==> src/rtl/loc2axiw.sv <==
// loc2axiw
// Local-to-AXI write master. Takes one burst command (id, byte address,
// beats-minus-one) and a local data stream, then drives AXI AW and W. It waits
// for the B response and reports completion. Only one burst is in flight.
//
// Ports
//   clk, rst_n                 clock, asynchronous active-low reset
//   cmd_valid/cmd_ready        burst command handshake
//   cmd_id/cmd_addr/cmd_len    burst ID, byte start address, beats minus one
//   wdat_valid/wdat_ready      local data handshake
//   wdat_data                  local data word
//   axi_aw_*                   AXI write address channel (master side)
//   axi_w_*                    AXI write data channel (master side)
//   axi_b_id/valid/ready       AXI write response channel
//   busy                       a burst is in progress
//   done                       one-cycle pulse once B has been accepted
//   done_err                   with done: returned B ID differs from issued ID
module loc2axiw #(
    parameter int AXI_AWIDTH  = 32,
    parameter int AXI_DWIDTH  = 32,
    parameter int AXI_IDWIDTH = 3,
    parameter int AXI_LWIDTH  = 8,
    parameter int AXI_SIZE    = 3,
    parameter int AXI_STRB    = 4,
    parameter int BEAT_SIZE   = 2
) (
    input  logic                   clk,
    input  logic                   rst_n,
    input  logic                   cmd_valid,
    output logic                   cmd_ready,
    input  logic [AXI_IDWIDTH-1:0] cmd_id,
    input  logic [AXI_AWIDTH-1:0]  cmd_addr,
    input  logic [AXI_LWIDTH-1:0]  cmd_len,
    input  logic                   wdat_valid,
    output logic                   wdat_ready,
    input  logic [AXI_DWIDTH-1:0]  wdat_data,
    output logic [AXI_IDWIDTH-1:0] axi_aw_id,
    output logic [AXI_AWIDTH-1:0]  axi_aw_addr,
    output logic [AXI_LWIDTH-1:0]  axi_aw_len,
    output logic [AXI_SIZE-1:0]    axi_aw_size,
    output logic                   axi_aw_valid,
    input  logic                   axi_aw_ready,
    output logic [AXI_DWIDTH-1:0]  axi_w_data,
    output logic [AXI_STRB-1:0]    axi_w_strb,
    output logic                   axi_w_last,
    output logic                   axi_w_valid,
    input  logic                   axi_w_ready,
    input  logic [AXI_IDWIDTH-1:0] axi_b_id,
    input  logic                   axi_b_valid,
    output logic                   axi_b_ready,
    output logic                   busy,
    output logic                   done,
    output logic                   done_err
);

    typedef enum logic [1:0] {
        ST_IDLE = 2'd0,
        ST_ADDR = 2'd1,
        ST_DATA = 2'd2,
        ST_RESP = 2'd3
    } state_t;

    // Word alignment: beats are always full-width, so the low byte-lane bits drop.
    localparam logic [AXI_AWIDTH-1:0] ADDR_MASK = {{(AXI_AWIDTH-2){1'b1}}, 2'b00};
    localparam logic [AXI_SIZE-1:0]   SIZE_VAL  = AXI_SIZE'(BEAT_SIZE);
    localparam logic [AXI_LWIDTH:0]   ONE_BEAT  = (AXI_LWIDTH+1)'(1);

    state_t                   state_r;
    state_t                   state_s;
    logic                     cmd_ready_r;
    logic                     busy_r;
    logic                     done_r;
    logic                     done_err_r;
    logic                     aw_valid_r;
    logic                     w_valid_r;
    logic                     w_last_r;
    logic                     b_ready_r;
    logic [AXI_IDWIDTH-1:0]   id_r;
    logic [AXI_AWIDTH-1:0]    addr_r;
    logic [AXI_LWIDTH-1:0]    len_r;
    logic [AXI_DWIDTH-1:0]    w_data_r;
    // One bit wider than len so that 2^AXI_LWIDTH loaded beats is representable.
    logic [AXI_LWIDTH:0]      beats_r;

    logic                     cmd_hs_s;
    logic                     aw_hs_s;
    logic                     w_hs_s;
    logic                     wdat_hs_s;
    logic                     b_hs_s;
    logic                     wdat_ready_s;
    logic                     last_load_s;
    logic [AXI_LWIDTH:0]      beats_total_s;

    // Handshake decode and the one-entry W output register refill condition.
    always_comb begin
        beats_total_s = {1'b0, len_r} + ONE_BEAT;
        cmd_hs_s      = cmd_valid && cmd_ready_r;
        aw_hs_s       = aw_valid_r && axi_aw_ready;
        w_hs_s        = w_valid_r && axi_w_ready;
        b_hs_s        = b_ready_r && axi_b_valid;
        wdat_ready_s  = (state_r == ST_DATA) && (!w_valid_r || axi_w_ready) &&
                        (beats_r < beats_total_s);
        wdat_hs_s     = wdat_ready_s && wdat_valid;
        last_load_s   = (beats_r == {1'b0, len_r});
    end

    // Next-state logic.
    always_comb begin
        state_s = state_r;
        case (state_r)
            ST_IDLE: begin
                if (cmd_hs_s) state_s = ST_ADDR;
                else          state_s = ST_IDLE;
            end
            ST_ADDR: begin
                if (aw_hs_s) state_s = ST_DATA;
                else         state_s = ST_ADDR;
            end
            ST_DATA: begin
                if (w_hs_s && w_last_r) state_s = ST_RESP;
                else                    state_s = ST_DATA;
            end
            ST_RESP: begin
                if (b_hs_s) state_s = ST_IDLE;
                else        state_s = ST_RESP;
            end
            default: state_s = ST_IDLE;
        endcase
    end

    // State register.
    always_ff @(posedge clk or negedge rst_n) begin
        if (!rst_n) state_r <= ST_IDLE;
        else        state_r <= state_s;
    end

    // Command capture, channel valids, beat counter and status registers.
    always_ff @(posedge clk or negedge rst_n) begin
        if (!rst_n) begin
            cmd_ready_r <= 1'b1;
            busy_r      <= 1'b0;
            done_r      <= 1'b0;
            done_err_r  <= 1'b0;
            aw_valid_r  <= 1'b0;
            w_valid_r   <= 1'b0;
            w_last_r    <= 1'b0;
            b_ready_r   <= 1'b0;
            id_r        <= {AXI_IDWIDTH{1'b0}};
            addr_r      <= {AXI_AWIDTH{1'b0}};
            len_r       <= {AXI_LWIDTH{1'b0}};
            w_data_r    <= {AXI_DWIDTH{1'b0}};
            beats_r     <= {(AXI_LWIDTH+1){1'b0}};
        end else begin
            done_r     <= 1'b0;
            done_err_r <= 1'b0;

            if (cmd_hs_s) begin
                id_r        <= cmd_id;
                addr_r      <= cmd_addr & ADDR_MASK;
                len_r       <= cmd_len;
                beats_r     <= {(AXI_LWIDTH+1){1'b0}};
                busy_r      <= 1'b1;
                cmd_ready_r <= 1'b0;
                aw_valid_r  <= 1'b1;
            end else if (aw_hs_s) begin
                aw_valid_r  <= 1'b0;
            end else begin
                aw_valid_r  <= aw_valid_r;
            end

            // A load always wins over a drain: the slot is refilled in the
            // same cycle the current beat leaves, so no bubble is inserted.
            if (wdat_hs_s) begin
                w_data_r  <= wdat_data;
                w_valid_r <= 1'b1;
                w_last_r  <= last_load_s;
                beats_r   <= beats_r + ONE_BEAT;
            end else if (w_hs_s) begin
                w_valid_r <= 1'b0;
                w_last_r  <= 1'b0;
            end else begin
                w_valid_r <= w_valid_r;
            end

            if (w_hs_s && w_last_r) begin
                b_ready_r <= 1'b1;
            end else if (b_hs_s) begin
                b_ready_r   <= 1'b0;
                done_r      <= 1'b1;
                done_err_r  <= (axi_b_id != id_r);
                busy_r      <= 1'b0;
                cmd_ready_r <= 1'b1;
            end else begin
                b_ready_r <= b_ready_r;
            end
        end
    end

    assign cmd_ready    = cmd_ready_r;
    assign wdat_ready   = wdat_ready_s;
    assign axi_aw_id    = id_r;
    assign axi_aw_addr  = addr_r;
    assign axi_aw_len   = len_r;
    assign axi_aw_size  = SIZE_VAL;
    assign axi_aw_valid = aw_valid_r;
    assign axi_w_data   = w_data_r;
    assign axi_w_strb   = {AXI_STRB{1'b1}};
    assign axi_w_last   = w_last_r;
    assign axi_w_valid  = w_valid_r;
    assign axi_b_ready  = b_ready_r;
    assign busy         = busy_r;
    assign done         = done_r;
    assign done_err     = done_err_r;

endmodule
==> config.mk <==
export PLATFORM = sky130hd
export DESIGN_NAME = loc2axiw
export DESIGN_NICKNAME = d
export VERILOG_FILES = /design/src/rtl/loc2axiw.sv
export SDC_FILE = /design/constraint.sdc
export NUM_CORES = 1
export LEC_CHECK = 0
export CORE_ASPECT_RATIO = 0.75
export CORE_UTILIZATION = 45
export CTS_BUF_LIST = sky130_fd_sc_hd__clkbuf_4 sky130_fd_sc_hd__clkbuf_8
export DETAILED_ROUTE_END_ITERATION = 12
export MAX_ROUTING_LAYER = met4
export PLACE_DENSITY_LB_ADDON = 0.05
export SYNTH_ARGS = -nofsm -noshare
export SYNTH_HDL_FRONTEND = slang
export SYNTH_SLANG_ARGS = --single-unit
export TNS_END_PERCENT = 5
==> constraint.sdc <==
create_clock -name clk -period 3.8 [get_ports clk]
set_clock_uncertainty 0.15 [all_clocks]
set_input_delay 0.38 -clock clk [delete_from_list [all_inputs] [get_ports clk]]
set_output_delay 0.38 -clock clk [all_outputs]
set_load 0.01 [all_outputs]
---- Word level (Yosys, flattened, before mapping) ----
Cells that the tools add are included.
operators by class
  eq/ne operators ......................... 5
  add/sub/neg operators ................... 2
  magnitude comparators ................... 1
  muxes and demuxes ....................... 24
  reduce and logical (&&, ||, !) cells .... 15
operators with widths
  kind                                                             count
  1-bit 2-to-1 mux                                                 19
  9-bit 2-to-1 mux                                                 2
  8-bit by 1-bit adder with 9-bit output, second input constant    1
  9-bit by 1-bit adder with 9-bit output, second input constant    1
  9-bit by 8-bit == test with 1-bit output                         1
  9-bit < comparator                                               1
  1-bit logical AND                                                8
  2-bit case mux with 4 select lines                               1
  2-bit nonzero test                                               4
  2-bit == test, second input constant                             2
  2-bit 2-to-1 mux                                                 2
  3-bit inequality test                                            1
  2-bit by 1-bit == test with 1-bit output, second input constant  1
  2-bit logical NOT                                                1
  1-bit logical NOT                                                1
  1-bit logical OR                                                 1
word-level totals
  input bits .............................. 85
  output and inout port bits .............. 91
  word-level logic and storage cells ...... 61
  register bits ........................... 92

---- Depth between registers and ports, before layout ----
Gate-level depths: netlist of run 1.
  depth in word-level cells ............... 6
  depth in mapped cells ................... 11
  depth with buffers taken out ............ 10

---- Worst setup path after synthesis of run 1 ----
No wires, ideal clock.
  kind .................................... register to register
  start ................................... register len_r[1] (netlist: axi_aw_len[1])
  end ..................................... register w_data_r[10] (netlist: axi_w_data[10])
  slack ................................... 1.058 ns
  path buffers ............................ 1
  required time ........................... 3.525 ns
  library setup time ...................... 0.125 ns
  stages on the path, launching flop included .. 12
  arrival time ............................ 2.467 ns
  path through ............................ dfrtp_1 > ha_1 > nand3_1 > nor2_1 > xnor2_1 > ha_1 > a211o_1 > o211ai_4 > nand2_4 > nor2_8 > buf_12 > mux2_4
on the way
  cells in the longest elaborated chain, start to end .. 4
RTL lines
  what                                    RTL line  RTL
  start: declaration                      80        logic [AXI_LWIDTH-1:0] len_r;
  start signal: assignment                150       len_r <= {AXI_LWIDTH{1'b0}};
  start signal: assignment                160       len_r <= cmd_len;
  8-bit by 1-bit adder with 9-bit output  96        beats_total_s = {1'b0, len_r} + ONE_BEAT;
  9-bit < comparator                      102       (beats_r < beats_total_s);
  1-bit logical AND                       101       wdat_ready_s = (state_r == ST_DATA) && (!w_valid_r || axi_w_ready) &&
  1-bit logical AND                       103       wdat_hs_s = wdat_ready_s && wdat_valid;
  end signal: assignment                  151       w_data_r <= {AXI_DWIDTH{1'b0}};
  end signal: assignment                  174       w_data_r <= wdat_data;
  end: declaration                        81        logic [AXI_DWIDTH-1:0] w_data_r;
Every way passes these cells.
A chain may end at the register's enable or synchronous reset.

---- Final worst setup path of run 1 ----
  start ................................... register len_r[1] (netlist: axi_aw_len[1])
  end ..................................... output wdat_ready
on the way
  cells in the longest elaborated chain, start to end .. 3
RTL lines
  what                                    RTL line  RTL
  8-bit by 1-bit adder with 9-bit output  96
  9-bit < comparator                      102
  1-bit logical AND                       101
  end: declaration                        35        output logic wdat_ready,
Every way passes these cells.

==> summary.md, run 1 <==
| Metric | Value |
|---|---|
| Status | `finished, final reports clean` |
| Fin area | `0.00622 sq mm` |
| Remaining DRCs | `0` |
| Clock transition at the registers of the reported paths | `90 ps` |
| Top cells by area, synth | `dfrtp_1, mux2_4, mux2_2` |
| CP startpoint | `axi_aw_len[1]` |
| First-pass GRT wire length | `15900 um` |
| GRT Total Usage | `0.219` |
| Avg Cell Area, Syn | `13.7 sq um` |
| Fraction of registers with async set/reset | `1.00` |
| Final Max Slew Viols | `0` |
| Reg2Reg Launch Point | `axi_aw_len[1]` |
| CTS Buf Count | `9` |
| Worst min-delay path category | `reg2reg` |
| Maximum Capacitance Violations | `0` |
| CP endpoint kind | `output pin` |
| Pre-CTS setup slack | `634 ps` |
| Antenna Cells | `0` |
| Synthesis Warnings | `0` |
| Sequential area share after synthesis | `0.534` |
| Post-route ant nets | `0` |
| RD Place Congestion | `0.745` |
| Top-count cell post-synth | `dfrtp_1` |
| WL final | `10000 um` |
| Vias in the first global route | `3193` |
| CORE AREA | `0.00920 sq mm` |
| Routed vias/inst | `4.95` |
| CP Launch Type | `flop` |
| First drt pass iteration count | `4` |
| Post-DP HPWL | `7340 um` |
| CTS tree | `built` |
| Clk_lat worst skew | `360 ps` |
| Syn Std Cell Area | `0.00432 sq mm` |
| Synthesis-stage register bit count | `92` |
| Crit-path cells | `ha_1 -> nand3_1 -> nor2_1 -> xnor2_1 -> ha_1 -> a211o_1 -> o211ai_4 -> nand4_1 -> nor2_1 -> clkdlybuf4s50_1` |
| Clock tree sinks | `92` |
| Initial antenna violation count | `0` |
| Min Clock Period, post-route | `3550 ps` |
| Die ar. | `0.00999 sq mm` |
| Placed cell area | `0.00601 sq mm` |
| Crit path DAT | `3020 ps` |
| Leakage | `0.00267 uW` |
| Fin crit share | `0.934` |
| Routed len/inst | `16.2 um` |
| CP Class | `reg2out` |
| 1st-iter DRT viols | `183` |
| Mapped Cells | `316` |
| I/O Buffers | `164` |
| Post-route setup slack | `252 ps` |
| Congestion Overflow GR | `0` |
| Crit path max-delay family | `buffers and inverters` |
| Unrepaired setup endpoints after global routing | `false` |
| Area of the multi-input gates | `0.00183 sq mm` |
| Slowest CP cell | `clkdlybuf4s50_1` |
| Power per cell area | `538 mW/mm^2` |
| Layout area overhead | `44.1%` |
| Setup_tns | `0 ps` |
| Synth top area share | `0.528` |
| Nets | `580` |
| Layout cells sized above 1 | `0.213` |
| Synth area leader | `dfrtp_1` |
| Cell Rows | `30` |
| Final setup violation count | `0` |
| Synth top cells by count | `dfrtp_1, mux2_2, mux2_4, nand2_1, ha_1` |
| Core Util, Final | `0.676` |
| Post-synth EDFFs | `0` |
| Max FO, Critical Path | `6` |
| Post-synth cell types | `45` |
| Critical Path Max Stage Delay | `560 ps` |
| Synth Flop Type | `dfrtp_1` |
| Starting density of the core | `0.469` |
| Die Ht | `86.8 um` |
| Clock Root Buffer | `clkbuf_8` |
| Filler cells | `719` |
| Critical path buffer and inverter count | `1` |
| Actual slew at the worst max-slew pin | `609 ps` |
| Maximum vdd drop | `0.000298 V` |
| Ports | `176` |
| Number of H-tree levels | `3` |
| HP Start | `busy` |
| Largest net degree at the start of global routing | `49` |
| Fmax | `0.282 GHz` |
| Final Hold Vio Count | `0` |
| Die width | `115 um` |
| Worst Path Required | `3270 ps` |
| Relative slew slack | `0.594` |
| Maximum clock path buffer count | `2` |
| FF/Latch Area | `0.00230 sq mm` |
| Routed via count | `3054` |
[power breakdown]
part           internal (uW)  switching (uW)  total (uW)  leakage, uW
clock network            312             359         671    0.0000961
registers               1240             179        1420      0.00116
logic                    827             427        1250      0.00142
[cells by family (layout without fill, tap and decap cells)]
logic type	Yosys count	in the layout	share of synthesized area
other cells	2	9	0.00174
flops	92	92	0.534
fa+ha+maj	11	11	0.0319
mux	73	73	0.217
compound gates	29	29	0.0533
buf+inv	28	194	0.0484
xor+xnor	16	16	0.0325
simple gates	65	65	0.0815
[sequential cells by signal, indices dropped and copies added, names as in the netlist, 2 cells and up]
register and flops:
beats_r 9, axi_w_data 32, state_r 2, axi_aw_id 3
axi_aw_addr 30, axi_aw_len 8
[metrics by stage]
| stage | cells | hold slack (ps) | total power, uW |
|---|---|---|---|
| 2_1_floorplan | 323 | -65.6 | 2000 |
| 3_3_place_gp | 600 | 285 | 2660 |
| 4_1_cts | 617 | 354 | 3380 |
| 6_report | 617 | 352 | 3340 |
| 5_1_grt | 617 | 374 | 3530 |
| 3_5_place_dp | 600 | 286 | 2700 |
[layer usage]
layer	vias to the layer above	global-route usage	wire [um]
met5	-	-	0
met4	0	0.0826	133
met3	12	0.0783	857
met2	125	0.334	4570
met1	1480	0.269	4450
li1	1437	-	-
[area by class of cell]
cell class	instances	area share
Inverter	8	0.00483
Clock buffer	10	0.0211
Multi-Input combinational cell	203	0.295
Sequential cell	92	0.370
Tap cell	128	0.0257
Timing Repair Buffer	170	0.273
Clock inverter	6	0.0103
[cell usage in the layout (no fill, tap or decap), drive strengths merged, types with 2 or more instances in the layout]
cell type	netlist	layout
and2	4	4
o21a	2	2
conb	2	9
a211o	2	2
inv	8	9
xor2	8	8
ha	11	11
clkbuf	1	10
nand4	6	6
nand2	19	19
buf	19	6
nand3	9	9
a31oi	2	2
o21ai	8	8
clkinv	0	2
a21oi	4	4
nor3	7	7
a221o	6	6
clkdlybuf4s50	0	163
nor2	12	12
nor4b	2	2
and4	3	3
mux2	72	72
xnor2	8	8
clkinvlp	0	2
dfrtp	91	91
[final timing paths]
| check | endpoint | slack (ps) | cells past startpoint |
|---|---|---|---|
| worst min register to register | busy | 350 | 1 |
| worst min-delay path | busy | 350 | 1 |
| worst max-delay path | wdat_ready | 250 | 10 |
| min in group asynchronous | axi_w_data[15] | 420 | 2 |
| max in group asynchronous | axi_aw_addr[18] | 2310 | 3 |
| worst max register to register | axi_w_data[27] | 620 | 11 |
[what timing repair did]
| item | 4_1_cts | 5_1_grt |
|---|---|---|
| endpoints found under the hold margin | 45 | 0 |
| hold buffers | 1 | 0 |
| setup buffers | 0 | 0 |
| resized for setup | 0 | 0 |
Power figures use the tool's default switching activity.
==> run 2: changes to the inputs <==
--- a/config.mk
+++ b/config.mk
@@ -10,7 +10,7 @@
 export CTS_BUF_LIST = sky130_fd_sc_hd__clkbuf_4 sky130_fd_sc_hd__clkbuf_8
 export DETAILED_ROUTE_END_ITERATION = 12
 export MAX_ROUTING_LAYER = met4
-export PLACE_DENSITY_LB_ADDON = 0.05
+export PLACE_DENSITY = 0.83
 export SYNTH_ARGS = -nofsm -noshare
 export SYNTH_HDL_FRONTEND = slang
 export SYNTH_SLANG_ARGS = --single-unit
==> summary.md, run 2 (synthesis results as in run 1) <==
| Metric | Value |
|---|---|
| Die Ht | `86.8 um (unchanged)` |
| P_int | `2360 uW (-0.75%)` |
| Ports | `176 (unchanged)` |
| Number of H-tree levels | `3 (unchanged)` |
| CTS Buf Count | `9 (unchanged)` |
| Clk pwr share | `0.193 (-0.008)` |
| Routed via count | `3039 (-0.49%)` |
| Layout area overhead | `43.5%` |
| Antenna Cells | `0 (unchanged)` |
| CP Launch Type | `flop` |
| CORE AREA | `0.00920 sq mm (unchanged)` |
| RD Place Congestion | `0.789 (+5.9%)` |
| Nets | `577 (-0.52%)` |
| Relative slew slack | `0.311 (-0.283)` |
| Layout cells sized above 1 | `0.210 (-0.00280)` |
| Post-Place Cells | `598 (-0.33%)` |
| Remaining DRCs | `0 (unchanged)` |
| Clock Root Buffer | `clkbuf_8` |
| Vias in the first global route | `3217 (+0.75%)` |
| Leading cell types in the layout, fill and taps excluded | `clkdlybuf4s50_1, dfrtp_1, mux2_2` |
| Final Hold Vio Count | `0 (unchanged)` |
| Largest net degree at the start of global routing | `84 (+71%)` |
| Initial antenna violation count | `0 (unchanged)` |
| Post-route setup slack | `260 ps (+8.34 ps)` |
| Actual slew at the worst max-slew pin | `1030 ps (+425 ps)` |
| GRT Total Usage | `0.216 (-0.00373)` |
| CTS Hold Bufs | `0 (-1)` |
| Setup_tns | `0 ps (unchanged)` |
| Routed vias/inst | `4.95 (about the same)` |
| Fin crit share | `0.932 (-0.00220)` |
| Flop pwr share | `0.428 (+0.004)` |
| Die width | `115 um (unchanged)` |
| Crit path DAT | `3010 ps (about the same)` |
| Maximum Capacitance Violations | `0 (unchanged)` |
| CTS tree | `built` |
| Commonest non-fill, non-tap cell in the layout | `clkdlybuf4s50_1` |
| Net Switching | `962 uW (-0.41%)` |
| Post-CTS Resized | `0 (unchanged)` |
| Final setup violation count | `0 (unchanged)` |
| Comb power frac | `0.379 (+0.004)` |
| Max FO, Critical Path | `6 (unchanged)` |
| Congestion Overflow GR | `0 (unchanged)` |
| Pre-CTS setup slack | `618 ps (-16.3 ps)` |
| Min Clock Period, post-route | `3540 ps (-8.34 ps)` |
| First drt pass iteration count | `4 (unchanged)` |
| Leakage | `0.00266 uW (-0.43%)` |
| Maximum clock path buffer count | `2 (unchanged)` |
| Cell Rows | `30 (unchanged)` |
| Worst Path Required | `3270 ps (about the same)` |
| Final Max Slew Viols | `0 (unchanged)` |
| Fmax | `0.283 GHz (+0.24%)` |
| CP endpoint kind | `output pin` |
| Die ar. | `0.00999 sq mm (unchanged)` |
| Power per cell area | `536 mW/mm^2 (-0.25%)` |
| Status | `finished, final reports clean` |
| Unrepaired setup endpoints after global routing | `false` |
| WL final | `10000 um (about the same)` |
| Starting density of the core | `0.469 (unchanged)` |
| Fin cells | `614 (-0.49%)` |
| Switching share of power | `0.290 (+0.000699)` |
| Final Power | `3320 uW (-0.66%)` |
| I/O Buffers | `164 (unchanged)` |
| Clock transition at the registers of the reported paths | `90 ps (about the same)` |
| Clock tree sinks | `92 (unchanged)` |
| Largest register FFs | `32 (unchanged)` |
| Setup Buffers After CTS | `0 (unchanged)` |
| Clk_lat worst skew | `350 ps (about the same)` |
| 1st-iter DRT viols | `138 (-25%)` |
| CP Class | `reg2out` |
| Routed len/inst | `16.3 um (+0.39%)` |
| Worst min-delay path category | `in2async` |
| Filler cells | `652 (-9.3%)` |
| Core Util, Final | `0.674 (-0.00272)` |
| First-pass GRT wire length | `15800 um (-0.74%)` |
| Post-DP HPWL | `7350 um (+0.14%)` |
| Post-route ant nets | `0 (unchanged)` |
| Maximum vdd drop | `0.000294 V (-1.3%)` |
-- run 2: changes by cell type in the layout (fill, tap and decap cells not counted), sizes merged --
cell,previous run,this run
buf,6,4
bufinv,1,0
clkbuf,10,12
clkinvlp,2,1
dlygate4sd3,1,0
-- run 2: worst paths after layout --
path	start	to	slack, ps	cells past startpoint
min	rst_n	axi_w_data[7]	30	1
max in group asynchronous	rst_n	axi_w_data[27]	2720	2
min in group clk	busy	busy	350	1
min reg2reg	busy	busy	350	1
max reg2reg	axi_aw_len[1]	axi_w_data[1]	680	11
max	axi_aw_len[1]	wdat_ready	260	10
-- run 2: final cells by class --
class,instances,area (sq um),area share
clock buffers,12,165,0.0267
multi-input cells,203,1830,0.296
clock inverters,4,30.0,0.00485
repair buffers,167,1670,0.270
well taps,128,160,0.0259
flip-flops and latches,92,2300,0.372
inverters,8,30.0,0.00485
-- run 2: power by group through the flow --
stage          Sequential, uW  Combinational, uW  Clock, uW
3_5_place_dp             1440               1260          0
3_3_place_gp             1420               1230          0
2_1_floorplan            1530                465          0
4_1_cts                  1420               1270        665
6_report                 1420               1260        641
5_1_grt                  1450               1350        704
-- run 2: routing by layer --
metal / vias to the layer above / track usage / wire (um)
li1: 1433 / - / -
met1: 1458 / 0.254 / 4250
met2: 132 / 0.350 / 4770
met3: 16 / 0.0734 / 852
met4: 0 / 0.0661 / 129
met5: - / - / 0
-- run 2: worst max-delay path: stages, from the launching register on --
cell and delay, ps:
dfrtp_1 450, ha_1 220, nand3_1 120, nor2_1 200
xnor2_1 150, ha_1 260, a211o_1 330, o211ai_4 110
nand4_1 120, nor2_1 160, clkdlybuf4s50_1 550
-- run 2: through the flow --
step                      instance area [sq um]  hold WS (ps)
after global routing                       6190           102
after floorplan                            4340         -65.6
after global placement                     6000           325
final                                      6190          34.3
after CTS                                  6190          81.8
after detailed placement                   6000           334
==> run 3: changes to the inputs <==
--- a/config.mk
+++ b/config.mk
@@ -5,6 +5,7 @@
 export SDC_FILE = /design/constraint.sdc
 export NUM_CORES = 1
 export LEC_CHECK = 0
+export CAP_MARGIN = 20
 export CORE_ASPECT_RATIO = 0.75
 export CORE_UTILIZATION = 45
 export CTS_BUF_LIST = sky130_fd_sc_hd__clkbuf_4 sky130_fd_sc_hd__clkbuf_8
==> constraint.sdc (replaced) <==
create_clock -name clk -period 3.3 [get_ports clk]
set_clock_uncertainty 0.15 [all_clocks]
set_input_delay 0.33 -clock clk [delete_from_list [all_inputs] [get_ports clk]]
set_output_delay 0.33 -clock clk [all_outputs]
set_load 0.01 [all_outputs]
==> summary.md, run 3 (synthesis results as in run 1) <==
| Metric | Value |
|---|---|
| Maximum Capacitance Violations | `0 (unchanged)` |
| CP Launch Type | `flop` |
| Maximum clock path buffer count | `2 (unchanged)` |
| CP Depth | `10 (unchanged)` |
| Setup_tns | `0 ps (unchanged)` |
| Worst min-delay path category | `in2async` |
| Routed len/inst | `16.1 um (-0.88%)` |
| Maximum vdd drop | `0.000391 V (+33%)` |
| Antenna Cells | `0 (unchanged)` |
| Fin crit share | `0.944` |
| Worst Reg-to-Reg Cells | `11 (unchanged)` |
| CP Class | `reg2out` |
| Top cell by count, worst path | `nor2_2` |
| First drt pass iteration count | `4 (unchanged)` |
| Die Ht | `86.8 um (unchanged)` |
| Initial antenna violation count | `0 (unchanged)` |
| Crit path max-delay family | `simple AND/OR/NAND/NOR gates` |
| Routed vias/inst | `4.95 (about the same)` |
| Worst Path Required | `2820 ps (-450 ps)` |
| Congestion Overflow GR | `0 (unchanged)` |
| Leakage | `0.00271 uW (+2.0%)` |
| Slowest CP cell | `dfrtp_1` |
| Max FO, Critical Path | `5 (-1)` |
| Clk_lat worst skew | `360 ps (about the same)` |
| WL final | `10000 um (+0.41%)` |
| Min Clock Period, post-route | `3120 ps` |
| Crit path DAT | `2640 ps (-370 ps)` |
| Power per cell area | `618 mW/mm^2 (+15%)` |
| Post-Place Cells | `603 (+0.84%)` |
| CP endpoint kind | `output pin` |
| Clock tree sinks | `92 (unchanged)` |
| Clock transition at the registers of the reported paths | `90 ps (about the same)` |
| Largest net degree at the start of global routing | `85 (+1.2%)` |
| Fmax | `0.321 GHz` |
| Ports | `176 (unchanged)` |
| Number of H-tree levels | `3 (unchanged)` |
| Final Hold Vio Count | `0 (unchanged)` |
| Fin cells | `622 (+1.3%)` |
| Layout cells sized above 1 | `0.227 (+0.0168)` |
| Die width | `115 um (unchanged)` |
| Final setup violation count | `0 (unchanged)` |
| CTS Buf Count | `9 (unchanged)` |
| Largest register FFs | `32 (unchanged)` |
| Clock Root Buffer | `clkbuf_8` |
| Cell Rows | `30 (unchanged)` |
| Final Max Slew Viols | `0 (unchanged)` |
| Fin area | `0.00630 sq mm (+1.6%)` |
| Post-route ant nets | `0 (unchanged)` |
| Commonest non-fill, non-tap cell in the layout | `clkdlybuf4s50_1` |
| 1st-iter DRT viols | `132 (-4.3%)` |
| CTS tree | `built` |
| Leading cell types in the layout, fill and taps excluded | `clkdlybuf4s50_1, dfrtp_1, mux2_2` |
| I/O Buffers | `164 (unchanged)` |
| First-pass GRT wire length | `15900 um (+0.61%)` |
| Unrepaired setup endpoints after global routing | `false` |
| Placed cell area | `0.00604 sq mm (+0.63%)` |
| Crit-path cells | `ha_2 -> nand3_1 -> nor2_2 -> xnor2_1 -> ha_1 -> a211o_1 -> o211ai_4 -> nand4_1 -> nor2_2 -> clkdlybuf4s15_1` |
| RD Place Congestion | `0.809 (+2.6%)` |
| Remaining DRCs | `0 (unchanged)` |
| Layout area overhead | `45.9%` |
| Routed via count | `3078 (+1.3%)` |
| Nets | `585 (+1.4%)` |
| GRT Total Usage | `0.217 (+0.00191)` |
| Vias in the first global route | `3230 (+0.40%)` |
| Post-DP HPWL | `7580 um (+3.1%)` |
| Starting density of the core | `0.469 (unchanged)` |
| Critical Path Max Stage Delay | `420 ps (-130 ps)` |
| Die ar. | `0.00999 sq mm (unchanged)` |
| CORE AREA | `0.00920 sq mm (unchanged)` |
| Status | `finished, final reports clean` |
| Critical path buffer and inverter count | `1 (unchanged)` |
-- run 3: changes by cell type in the layout (fill, tap and decap cells not counted), sizes merged --
cell	change
clkdlybuf4s50	-1
clkinv	-2
dlygate4sd3	+1
clkdlybuf4s15	+1
bufinv	+1
clkbuf	+1
buf	+7
-- run 3: final timing paths --
path,startpoint,endpoint,slack (ps)
max reg2reg,axi_aw_len[0],axi_w_data[7],270
min reg2reg,axi_aw_addr[3],axi_aw_addr[3],360
max in group asynchronous,rst_n,axi_w_data[22],1970
max,axi_aw_len[0],wdat_ready,180
min in group clk,axi_aw_addr[3],axi_aw_addr[3],360
min,rst_n,axi_w_data[8],220
-- run 3: power by group --
part,leakage [uW],total [uW],internal (uW),switching [uW]
combinational,0.00145,1460,964,497
clock,0.000105,791,400,391
sequential,0.00116,1640,1430,213
-- run 3: routing by layer --
layer / GRT usage / wire, um / vias to the layer above
met5: - / 0 / -
met4: 0.0697 / 140 / 0
met2: 0.344 / 4700 / 128
met1: 0.255 / 4280 / 1484
li1: - / - / 1449
met3: 0.0853 / 926 / 17
-- run 3: layout make-up --
type,count,area (sq um)
clock buffers,13,160
clock inverters,3,46.3
fillers,671,2900
inverters,8,30.0
multi-input cells,203,1840
flip-flops and latches,92,2300
well taps,128,160
repair buffers,175,1760
-- run 3: worst reg2reg max path, stage by stage (launching register included) --
cell and delay (ps):
dfrtp_1 420, ha_2 210, nand3_1 130, nor2_2 150
xnor2_1 140, ha_1 270, a211o_1 330, o211ai_4 100
nand2_4 150, nor2_8 300, buf_4 260, mux2_4 310
-- run 3: timing repair --
action	CTS	global route
pin swaps	0	1
hold buffers	0	1
endpoints found under the setup margin	1	1
resized for setup	2	3
buffers inserted	0	1
endpoints found under the hold margin	0	14
-- run 3: per-stage QoR --
step                      hold slack (ps)  utilization  setup WS, ps  power, uW
after floorplan                      -116            -           558       2300
after global placement                323        0.656           240       3060
after detailed placement              344        0.656           179       3120
after CTS                            22.3        0.679          60.2       3920
after global routing                  215        0.685          3.59       4110
final                                 218        0.685           184       3890
